[config.mk]
export PLATFORM = sky130hd
export DESIGN_NAME = instr_word_encoder
export DESIGN_NICKNAME = d
export VERILOG_FILES = /design/src/rtl/instr_word_encoder.sv
export SDC_FILE = /design/constraint.sdc
export NUM_CORES = 1
export LEC_CHECK = 0
export ABC_CLOCK_PERIOD_IN_PS = 2050
export CAP_MARGIN = 20
export CORE_MARGIN = 2
export CORE_UTILIZATION = 39
export DETAILED_ROUTE_END_ITERATION = 8
export HOLD_SLACK_MARGIN = 0.03
export PLACE_DENSITY = 0.77
export SLEW_MARGIN = 20
export SYNTH_ARGS = -nofsm -noshare
export SYNTH_HDL_FRONTEND = slang
export SYNTH_SLANG_ARGS = --single-unit
[constraint.sdc]
create_clock -name clk -period 2.05 [get_ports clk]
set_input_delay 0.615 -clock clk [delete_from_list [all_inputs] [get_ports clk]]
set_output_delay 0.615 -clock clk [all_outputs]
set_load 0.005 [all_outputs]
[src/rtl/instr_word_encoder.sv]
// rtl/instr_word_encoder.sv - RV32I field encoder and instruction memory loader
module instr_word_encoder #(
    parameter int          ADDR_W    = 8,
    parameter logic [31:0] BASE_ADDR = 32'h0000_0000
) (
    input  logic              clk,
    input  logic              reset,
    input  logic              in_valid,
    output logic              in_ready,
    input  logic [1:0]        fmt,
    input  logic [6:0]        opcode,
    input  logic [2:0]        funct3,
    input  logic [6:0]        funct7,
    input  logic [4:0]        rd,
    input  logic [4:0]        rs1,
    input  logic [4:0]        rs2,
    input  logic [31:0]       imm,
    output logic              mem_we,
    output logic [31:0]       mem_addr,
    output logic [31:0]       mem_wdata,
    input  logic              mem_ack,
    output logic [ADDR_W:0]   count,
    output logic              full,
    output logic              err
);

    localparam int              CAP_INT = 1 << ADDR_W;
    localparam logic [ADDR_W:0] CAP     = CAP_INT[ADDR_W:0];

    typedef enum logic [1:0] {
        S_IDLE  = 2'd0,
        S_WRITE = 2'd1,
        S_FULL  = 2'd2
    } state_t;

    state_t state;
    state_t state_next;

    logic signed [31:0] imm_s;
    logic               imm12_ok;
    logic               imm13_ok;
    logic [31:0]        word;
    logic               legal;
    logic               accept;
    logic               ack_taken;
    logic [ADDR_W:0]    count_inc;

    assign imm_s     = imm;
    assign imm12_ok  = (imm_s >= -32'sd2048) && (imm_s <= 32'sd2047);
    assign imm13_ok  = (imm_s >= -32'sd4096) && (imm_s <= 32'sd4094) && !imm[0];
    assign accept    = in_valid && (state == S_IDLE);
    assign ack_taken = mem_ack && (state == S_WRITE);
    assign count_inc = count + 1'b1;

    // Pack the fields of the selected format and decide if the immediate fits without truncation
    always_comb begin
        word  = '0;
        legal = 1'b0;
        case (fmt)
            2'b00: begin
                word  = {imm[11:0], rs1, funct3, rd, opcode};
                legal = imm12_ok;
            end
            2'b01: begin
                word  = {imm[11:5], rs2, rs1, funct3, imm[4:0], opcode};
                legal = imm12_ok;
            end
            2'b10: begin
                word  = {imm[12], imm[10:5], rs2, rs1, funct3, imm[4:1], imm[11], opcode};
                legal = imm13_ok;
            end
            default: begin
                word  = {funct7, rs2, rs1, funct3, rd, opcode};
                legal = 1'b1;
            end
        endcase
    end

    // State register
    always_ff @(posedge clk) begin
        if (reset) begin
            state <= S_IDLE;
        end else begin
            state <= state_next;
        end
    end

    // Next-state logic: a write leaves for FULL when it fills the last slot
    always_comb begin
        state_next = state;
        case (state)
            S_IDLE:  if (accept && legal) state_next = S_WRITE;
            S_WRITE: if (mem_ack) state_next = (count_inc == CAP) ? S_FULL : S_IDLE;
            S_FULL:  state_next = S_FULL;
            default: state_next = S_IDLE;
        endcase
    end

    // State-decoded handshake and status outputs
    always_comb begin
        in_ready = (state == S_IDLE);
        mem_we   = (state == S_WRITE);
        full     = (state == S_FULL);
    end

    // Write datapath: capture the word on a legal handshake, advance address and count on ack
    always_ff @(posedge clk) begin
        if (reset) begin
            mem_addr  <= BASE_ADDR;
            mem_wdata <= '0;
            count     <= '0;
            err       <= 1'b0;
        end else begin
            if (accept) begin
                if (legal) begin
                    mem_wdata <= word;
                end else begin
                    err <= 1'b1;
                end
            end
            if (ack_taken) begin
                mem_addr <= mem_addr + 32'd4;
                count    <= count_inc;
            end
        end
    end

endmodule
==> flow_results.xml, run 1 <==
<?xml version="1.0" encoding="UTF-8"?>
<metrics>
  <group name="synthesis">
    <metric name="synthDominantAreaCellType" unit="">sky130_fd_sc_hd__dfxtp_1</metric>
    <metric name="async_reset_ff_frac" unit="">0</metric>
    <metric name="synth_enable_flop_cells" unit="">0</metric>
    <metric name="postSynthAreaPerCell" unit="um^2">8.87</metric>
    <metric name="synth_simple_gate_area_frac" unit="">0.223</metric>
    <metric name="post_synth_xor_area_fraction" unit="">0.0891</metric>
    <metric name="ys.warnings.count" unit="">0</metric>
    <metric name="synth.lib_cells_used.distinct" unit="">46</metric>
    <metric name="synth_seq_cells" unit="">74</metric>
    <metric name="mappedNetlistArea" unit="um^2">3540</metric>
    <metric name="fraction_of_the_yosys_area_taken_by_sequential_cells" unit="">0.419</metric>
    <metric name="synthAdderAreaFrac" unit="">0.0106</metric>
    <metric name="synthMuxAreaShare" unit="">0.0509</metric>
    <metric name="synthDominantCellAreaShare" unit="">0.419</metric>
    <metric name="synth_compound_area_frac" unit="">0.167</metric>
    <metric name="synth-main-ff-cell" unit="">sky130_fd_sc_hd__dfxtp_1</metric>
    <metric name="synth_top_family_by_area" unit="">simple AND/OR/NAND/NOR gates</metric>
    <metric name="synth.top_cells.by_area" unit="">sky130_fd_sc_hd__dfxtp_1, sky130_fd_sc_hd__xor2_1, sky130_fd_sc_hd__a21oi_1, sky130_fd_sc_hd__mux2i_1, sky130_fd_sc_hd__nor2_1</metric>
    <metric name="synth_instances" unit="">399</metric>
  </group>
  <group name="routing">
    <metric name="detailedRoute.firstIterationViolations" unit="">67</metric>
    <metric name="first_pass_iters" unit="">4</metric>
    <metric name="route.antenna.remaining_nets" unit="">0</metric>
    <metric name="wl" unit="um">11300</metric>
    <metric name="drcViolationCount" unit="">0</metric>
    <metric name="wl_per_cell" unit="um">16.4</metric>
    <metric name="vias" unit="">3658</metric>
    <metric name="vias_per_cell" unit="">5.32</metric>
  </group>
  <group name="sta">
    <metric name="achievable-frequency" unit="GHz">0.487</metric>
    <metric name="fin_crit" unit="ns">2.05</metric>
    <metric name="setup_violations" unit="">3</metric>
    <metric name="rsz0062_at_grt" unit="">true</metric>
    <metric name="finalHoldWorstSlack" unit="ns">0.472</metric>
    <metric name="final_critical_path_setup_slack" unit="ns">-0.00200</metric>
    <metric name="finalHoldViolCount" unit="">0</metric>
    <metric name="relSlewSlack" unit="">0.619</metric>
    <metric name="finalCritPeriodShare" unit="">1.00</metric>
    <metric name="report.final.slew_viol_count" unit="">0</metric>
    <metric name="skew" unit="ns">0.0101</metric>
    <metric name="max_slew.worst_pin.slew" unit="ns">0.568</metric>
  </group>
  <group name="floorplanning">
    <metric name="rows" unit="">34</metric>
    <metric name="ioPinCount" unit="">147</metric>
    <metric name="floorplan.initialDensity" unit="">0.404</metric>
    <metric name="fp.dieW" unit="um">99.3</metric>
    <metric name="core-area" unit="um^2">8760</metric>
    <metric name="design.die.area" unit="um^2">9850</metric>
    <metric name="die_h" unit="um">99.3</metric>
  </group>
  <group name="grt">
    <metric name="grt_pass1_vias" unit="">3746</metric>
    <metric name="grt_start_max_net_pins" unit="">41</metric>
    <metric name="grt_antenna_before_repair" unit="">0</metric>
    <metric name="grt.overflow.total" unit="">0</metric>
    <metric name="global_route_usage_sum" unit="">0.220</metric>
    <metric name="grt_pass1_wl" unit="um">17600</metric>
  </group>
  <group name="outcome">
    <metric name="status" unit="">finished with violations</metric>
    <metric name="violations" unit="">setup timing</metric>
  </group>
  <group name="hold_path">
    <metric name="worst_hold_path_type" unit="">reg2reg</metric>
  </group>
  <group name="power_and_ir_drop">
    <metric name="power_leakage" unit="nW">2.17</metric>
    <metric name="swShare" unit="">0.228</metric>
    <metric name="internal_power" unit="mW">2.71</metric>
    <metric name="pwr_density_cell" unit="nW/um^2">598</metric>
    <metric name="net_switching_power" unit="uW">799</metric>
    <metric name="combPwrFrac" unit="">0.141</metric>
    <metric name="worst_ir_drop_vdd" unit="V">0.000358</metric>
    <metric name="power.clock.fraction" unit="">0.436</metric>
    <metric name="finalPower" unit="mW">3.51</metric>
    <metric name="pwr-share-seq" unit="">0.423</metric>
  </group>
  <group name="clock_network">
    <metric name="cts_tree" unit="">yes</metric>
    <metric name="cts.clk_slew.worst_paths" unit="ns">0.08</metric>
    <metric name="insertion_delay" unit="ns">0.34</metric>
    <metric name="ctsLongestPathBuffers" unit="">2</metric>
    <metric name="cts_root_buf" unit="">sky130_fd_sc_hd__clkbuf_8</metric>
    <metric name="h-tree-depth" unit="">3</metric>
    <metric name="tritoncts_num_sinks" unit="">74</metric>
    <metric name="cts_made_buffers" unit="">9</metric>
  </group>
  <group name="flow_run">
    <metric name="drv_cap" unit="">0</metric>
  </group>
  <group name="critical_path">
    <metric name="crit_path_max_cell_delay" unit="ns">0.36</metric>
    <metric name="criticalPathCategory" unit="">in2reg</metric>
    <metric name="timing.critical_path.slowest_stage_cell" unit="">sky130_fd_sc_hd__nor4_2</metric>
    <metric name="crit_path_max_fanout" unit="">8</metric>
    <metric name="cp_data_arrival_time" unit="ns">2.28</metric>
    <metric name="cp-start-kind" unit="">input pin</metric>
    <metric name="cell_repeated_most_along_the_worst_path" unit="">sky130_fd_sc_hd__buf_6</metric>
    <metric name="worst_ep_required_time" unit="ns">2.28</metric>
    <metric name="timing.critical_path.cells" unit="">clkbuf_2, nor4_2, nand4_1, buf_6, nor3b_4, buf_6, a211oi_4, nor2_4, clkbuf_16, a211oi_2</metric>
    <metric name="end_kind" unit="">flip-flop</metric>
  </group>
  <group name="cells_and_area">
    <metric name="layout_common_cells" unit="">sky130_fd_sc_hd__clkdlybuf4s50_1, sky130_fd_sc_hd__dfxtp_1, sky130_fd_sc_hd__nor2_1</metric>
    <metric name="layout.filler_cells" unit="">739</metric>
    <metric name="layout.cells.most_common" unit="">sky130_fd_sc_hd__clkdlybuf4s50_1</metric>
    <metric name="antenna_cells_inserted" unit="">0</metric>
    <metric name="nNetsFinal" unit="">647</metric>
    <metric name="drive_above_1_share" unit="">0.230</metric>
    <metric name="syn2layout_area_growth" unit="%">65.8</metric>
  </group>
  <group name="place">
    <metric name="gpl.final_weighted_congestion" unit="">0.830</metric>
    <metric name="detailedPlacementHpwl" unit="um">7590</metric>
    <metric name="port-buffer-count" unit="">144</metric>
  </group>
</metrics>
worst paths after layout:
kind,start,endpoint,slack (ns),cells past startpoint
min,mem_wdata[17],mem_wdata[17],0.47,2
max reg2reg,mem_addr[8],mem_addr[24],0.17,7
min reg2reg,mem_wdata[17],mem_wdata[17],0.47,2
max,imm[22],mem_wdata[30],-0.002,10
per-stage QoR:
| step | setup TNS, ns | setup slack (ns) | area [um^2] | std cells | utilization |
|---|---|---|---|---|---|
| floorplan | -0.237 | -0.0294 | 3550 | 400 | - |
| global placement | -23.88 | -0.516 | 5320 | 664 | 0.608 |
| detailed placement | -25.25 | -0.525 | 5320 | 664 | 0.608 |
| CTS | -0.0481 | -0.0249 | 5780 | 689 | 0.660 |
| global route | -0.720 | -0.0612 | 5870 | 687 | 0.670 |
| finish | -0.00439 | -0.00200 | 5870 | 687 | 0.670 |
cell families after synthesis:
logic type | Yosys count
adder cells (fa/ha/maj) | 3
other | 1
buffers and inverters | 25
AO/OA/AOI/OAI | 89
AND/OR/NAND/NOR | 153
multiplexers | 18
XOR/XNOR | 36
flip-flops | 74
critical path, delay by kind of cell:
family	cells	cell delay, ns
buffers and inverters	4	0.59
and+or+nand+nor	4	0.94
AOI/OAI and AO/OA	2	0.11
per-layer routing:
metal	vias up	part of all wire	global-route usage
met2	120	0.51	0.381
met3	29	0.055	0.0597
met4	0	0.034	0.0917
met5	-	0	0
li1	1763	-	-
met1	1746	0.40	0.257
sequential cells by signal, indices dropped and copies added (netlist names):
| signal | cells |
|---|---|
| mem_wdata | 32 |
| mem_addr | 30 |
| err | 1 |
| count | 9 |
| state | 2 |
final cells by class:
class | count | area [um^2] | share of cell area
Timing Repair Buffer | 185 | 1830 | 0.311
Tap cell | 108 | 135 | 0.0230
Inverter | 3 | 11.3 | 0.00192
Clock buffer | 10 | 138 | 0.0234
Clock inverter | 6 | 138 | 0.0234
Sequential cell | 74 | 1490 | 0.253
Multi-Input combinational cell | 301 | 2130 | 0.364
repair_timing:
item,CTS,global route
gates cloned,3,1
buffers inserted,6,1
endpoints found under the setup margin,53,50
gates resized for setup,53,77
hold buffers,0,0
pin swaps,19,38
power groups by stage:
| stage | clock network (mW) | logic (mW) | registers [mW] |
|---|---|---|---|
| final | 1.53 | 0.495 | 1.48 |
| after CTS | 1.55 | 0.479 | 1.48 |
| after floorplan | 0 | 0.172 | 1.52 |
| after detailed placement | 0 | 0.451 | 1.52 |
| after global placement | 0 | 0.441 | 1.52 |
| after global routing | 1.62 | 0.527 | 1.49 |
synthesized netlist by cell type (4+ instances only):
cell type and n:
sky130_fd_sc_hd__nand2_1 27, sky130_fd_sc_hd__nor2_1 44, sky130_fd_sc_hd__clkbuf_1 11, sky130_fd_sc_hd__xnor2_1 8
sky130_fd_sc_hd__nand3_1 32, sky130_fd_sc_hd__o21ai_0 20, sky130_fd_sc_hd__and3_1 4, sky130_fd_sc_hd__xor2_1 28
sky130_fd_sc_hd__a211oi_1 6, sky130_fd_sc_hd__dfxtp_1 74, sky130_fd_sc_hd__a211oi_2 13, sky130_fd_sc_hd__mux2i_1 18
sky130_fd_sc_hd__or3_1 4, sky130_fd_sc_hd__a21oi_1 42, sky130_fd_sc_hd__nor3_1 5, sky130_fd_sc_hd__buf_4 5
sky130_fd_sc_hd__nand4_1 12, sky130_fd_sc_hd__nor4_1 5
Note: power is estimated with default switching activity, not from simulation.
==> run 2: changes to the inputs <==
--- a/config.mk
+++ b/config.mk
@@ -6,7 +6,7 @@
 export NUM_CORES = 1
 export LEC_CHECK = 0
 export ABC_CLOCK_PERIOD_IN_PS = 2050
-export CAP_MARGIN = 20
+export CAP_MARGIN = 0
 export CORE_MARGIN = 2
 export CORE_UTILIZATION = 39
 export DETAILED_ROUTE_END_ITERATION = 8
==> results of run 2 <==
Final layout, timing and power as in run 1 (identical DEF).
==> run 3: changes to the inputs <==
==> constraint.sdc (replaced) <==
create_clock -name clk -period 2.05 [get_ports clk]
set_input_delay 0.615 -clock clk [delete_from_list [all_inputs] [get_ports clk]]
set_output_delay 0.615 -clock clk [all_outputs]
set_load 0.05 [all_outputs]
==> flow_results.xml, run 3 (synthesis gave the netlist of run 1 again) <==
<?xml version="1.0" encoding="UTF-8"?>
<metrics>
  <group name="outcome">
    <metric name="status" unit="">finished clean</metric>
  </group>
  <group name="grt">
    <metric name="grt_pass1_vias" unit="">3510</metric>
    <metric name="grt_start_max_net_pins" unit="">33</metric>
    <metric name="grt_pass1_wl" unit="um">17300</metric>
    <metric name="global_route_usage_sum" unit="">0.216</metric>
    <metric name="grt_antenna_before_repair" unit="">0</metric>
    <metric name="grt.overflow.total" unit="">0</metric>
  </group>
  <group name="critical_path">
    <metric name="crit_path_max_cell_delay" unit="ns">0.57</metric>
    <metric name="criticalPathCategory" unit="">in2reg</metric>
    <metric name="timing.critical_path.slowest_stage_cell" unit="">sky130_fd_sc_hd__or4_4</metric>
    <metric name="cp.buffers_inverters" unit="">3</metric>
    <metric name="cp-start-kind" unit="">input pin</metric>
    <metric name="worst_ep_required_time" unit="ns">2.30</metric>
    <metric name="cp_data_arrival_time" unit="ns">2.30</metric>
    <metric name="path_delay_family" unit="">simple AND/OR/NAND/NOR gates</metric>
    <metric name="timing.critical_path.cells" unit="">buf_2, or4_4, nor3b_4, buf_4, a211o_4, buf_12, a21oi_4, a211oi_2</metric>
    <metric name="setup.reg_to_reg.worst_slack" unit="ns">0.15</metric>
    <metric name="crit_path_max_fanout" unit="">11</metric>
    <metric name="end_kind" unit="">flip-flop</metric>
  </group>
  <group name="clock_network">
    <metric name="cts_tree" unit="">yes</metric>
    <metric name="tritoncts_num_sinks" unit="">74</metric>
    <metric name="cts.clk_slew.worst_paths" unit="ns">0.07</metric>
    <metric name="cts_root_buf" unit="">sky130_fd_sc_hd__clkbuf_8</metric>
    <metric name="insertion_delay" unit="ns">0.33</metric>
    <metric name="cts_made_buffers" unit="">9</metric>
    <metric name="h-tree-depth" unit="">3</metric>
    <metric name="cts_hold_repair.buffers" unit="">0</metric>
    <metric name="ctsLongestPathBuffers" unit="">2</metric>
  </group>
  <group name="cells_and_area">
    <metric name="area_of_the_multi_input_gates" unit="um^2">2080</metric>
    <metric name="largest_register_ffs" unit="">32</metric>
    <metric name="layout.area.seq" unit="um^2">1480</metric>
    <metric name="registers.top_by_ff_count" unit="">mem_wdata</metric>
    <metric name="layout.filler_cells" unit="">745</metric>
    <metric name="layout_common_cells" unit="">sky130_fd_sc_hd__buf_4, sky130_fd_sc_hd__dfxtp_1, sky130_fd_sc_hd__clkdlybuf4s50_1</metric>
    <metric name="antenna_cells_inserted" unit="">0</metric>
    <metric name="layout_top_registers" unit="">mem_wdata: 32 flops, mem_addr: 30 flops, count: 9 flops</metric>
    <metric name="finalInstanceArea" unit="um^2">5670</metric>
    <metric name="layout.cells.most_common" unit="">sky130_fd_sc_hd__buf_4</metric>
    <metric name="syn2layout_area_growth" unit="%">60.3</metric>
    <metric name="drive_above_1_share" unit="">0.341</metric>
    <metric name="nNetsFinal" unit="">653</metric>
  </group>
  <group name="sta">
    <metric name="max_slew.worst_pin.slew" unit="ns">0.545</metric>
    <metric name="achievable-frequency" unit="GHz">0.488</metric>
    <metric name="setup_violations" unit="">0</metric>
    <metric name="finalHoldViolCount" unit="">0</metric>
    <metric name="relSlewSlack" unit="">0.634</metric>
    <metric name="report.final.slew_viol_count" unit="">0</metric>
    <metric name="fin_crit" unit="ns">2.05</metric>
    <metric name="skew" unit="ns">0.0113</metric>
    <metric name="finalCritPeriodShare" unit="">0.999</metric>
    <metric name="rsz0062_at_grt" unit="">true</metric>
  </group>
  <group name="power_and_ir_drop">
    <metric name="power.clock.fraction" unit="">0.365</metric>
    <metric name="power_leakage" unit="nW">2.30</metric>
    <metric name="pwr-share-seq" unit="">0.451</metric>
    <metric name="combPwrFrac" unit="">0.184</metric>
    <metric name="internal_power" unit="mW">2.43</metric>
    <metric name="net_switching_power" unit="uW">869</metric>
    <metric name="pwr_density_cell" unit="nW/um^2">581</metric>
    <metric name="finalPower" unit="mW">3.30</metric>
    <metric name="worst_ir_drop_vdd" unit="V">0.000429</metric>
    <metric name="swShare" unit="">0.263</metric>
  </group>
  <group name="floorplanning">
    <metric name="design.die.area" unit="um^2">9850</metric>
    <metric name="die_h" unit="um">99.3</metric>
    <metric name="ioPinCount" unit="">147</metric>
    <metric name="fp.dieW" unit="um">99.3</metric>
    <metric name="core-area" unit="um^2">8760</metric>
    <metric name="rows" unit="">34</metric>
    <metric name="floorplan.initialDensity" unit="">0.404</metric>
  </group>
  <group name="routing">
    <metric name="route.antenna.remaining_nets" unit="">0</metric>
    <metric name="drcViolationCount" unit="">0</metric>
    <metric name="wl_per_cell" unit="um">15.5</metric>
    <metric name="vias_per_cell" unit="">5.19</metric>
    <metric name="detailedRoute.firstIterationViolations" unit="">103</metric>
    <metric name="wl" unit="um">10700</metric>
    <metric name="first_pass_iters" unit="">4</metric>
    <metric name="vias" unit="">3590</metric>
  </group>
  <group name="place">
    <metric name="port-buffer-count" unit="">144</metric>
    <metric name="detailedPlacementHpwl" unit="um">7480</metric>
    <metric name="gpl.final_weighted_congestion" unit="">0.849</metric>
    <metric name="placed_cell_area" unit="um^2">5150</metric>
  </group>
  <group name="flow_run">
    <metric name="drv_cap" unit="">0</metric>
  </group>
  <group name="hold_path">
    <metric name="worst_hold_path_type" unit="">reg2reg</metric>
  </group>
</metrics>
run 3: cell types whose count changed in the layout (fill, tap and decap cells not counted), sizes merged:
cell and delta:
clkdlybuf4s50 -73, dlymetal6s2s -2, dlygate4sd2 -4, clkinvlp +2, clkbuf -7, bufinv -2, buf +92, clkinv -1
run 3: per-stage QoR:
step | utilization | setup slack [ns] | instances | TNS (ns) | hold WS (ns)
3_5_place_dp | 0.588 | -0.843 | 661 | -33.44 | 0.450
4_1_cts | 0.636 | 0.00145 | 690 | 0 | 0.462
3_3_place_gp | 0.588 | -0.779 | 661 | -32.46 | 0.440
5_1_grt | 0.647 | -0.0566 | 692 | -0.805 | 0.481
2_1_floorplan | - | -0.0294 | 400 | -0.237 | 0.659
6_report | 0.647 | 0.00146 | 692 | 0 | 0.465
run 3: worst paths after layout:
check	startpoint	end	depth (start not counted)
min	err	err	2
min reg2reg	err	err	2
max reg2reg	mem_addr[7]	mem_addr[20]	7
max	imm[19]	mem_wdata[28]	8
run 3: layer usage:
| metal | vias to the layer above | wire, um | share of wire | global-route usage |
|---|---|---|---|---|
| met2 | 97 | 5410 | 0.51 | 0.362 |
| li1 | 1780 | - | - | - |
| met1 | 1694 | 4550 | 0.42 | 0.274 |
| met4 | 0 | 230 | 0.021 | 0.0854 |
| met5 | - | 0 | 0 | 0 |
| met3 | 19 | 515 | 0.048 | 0.0422 |
run 3: repair_timing:
action	in CTS	in global routing
resized for setup	73	41
pin swaps	22	21
gates cloned	3	1
setup buffers	12	2
endpoints found under the setup margin	42	53
run 3: power by group through the flow:
stage	Combinational [mW]	Clock [mW]	Sequential, mW
6_report	0.607	1.20	1.49
5_1_grt	0.642	1.31	1.49
4_1_cts	0.585	1.24	1.48
3_5_place_dp	0.553	0	1.52
3_3_place_gp	0.546	0	1.52
2_1_floorplan	0.184	0	1.62
run 3: tightest hold or removal path, delay by kind of cell, from the launching register on:
kind            cells  cell delay (ns)
compound gates      1             0.05
flops               1             0.32
buf+inv             1             0.05
run 3: final cells by class:
type / count / share of cell area
clock inverter: 5 / 0.0141
timing repair buffer: 191 / 0.310
tap: 108 / 0.0238
sequential: 74 / 0.262
clock buffer: 10 / 0.0225
multi-input combinational: 301 / 0.366
inverter: 3 / 0.00199
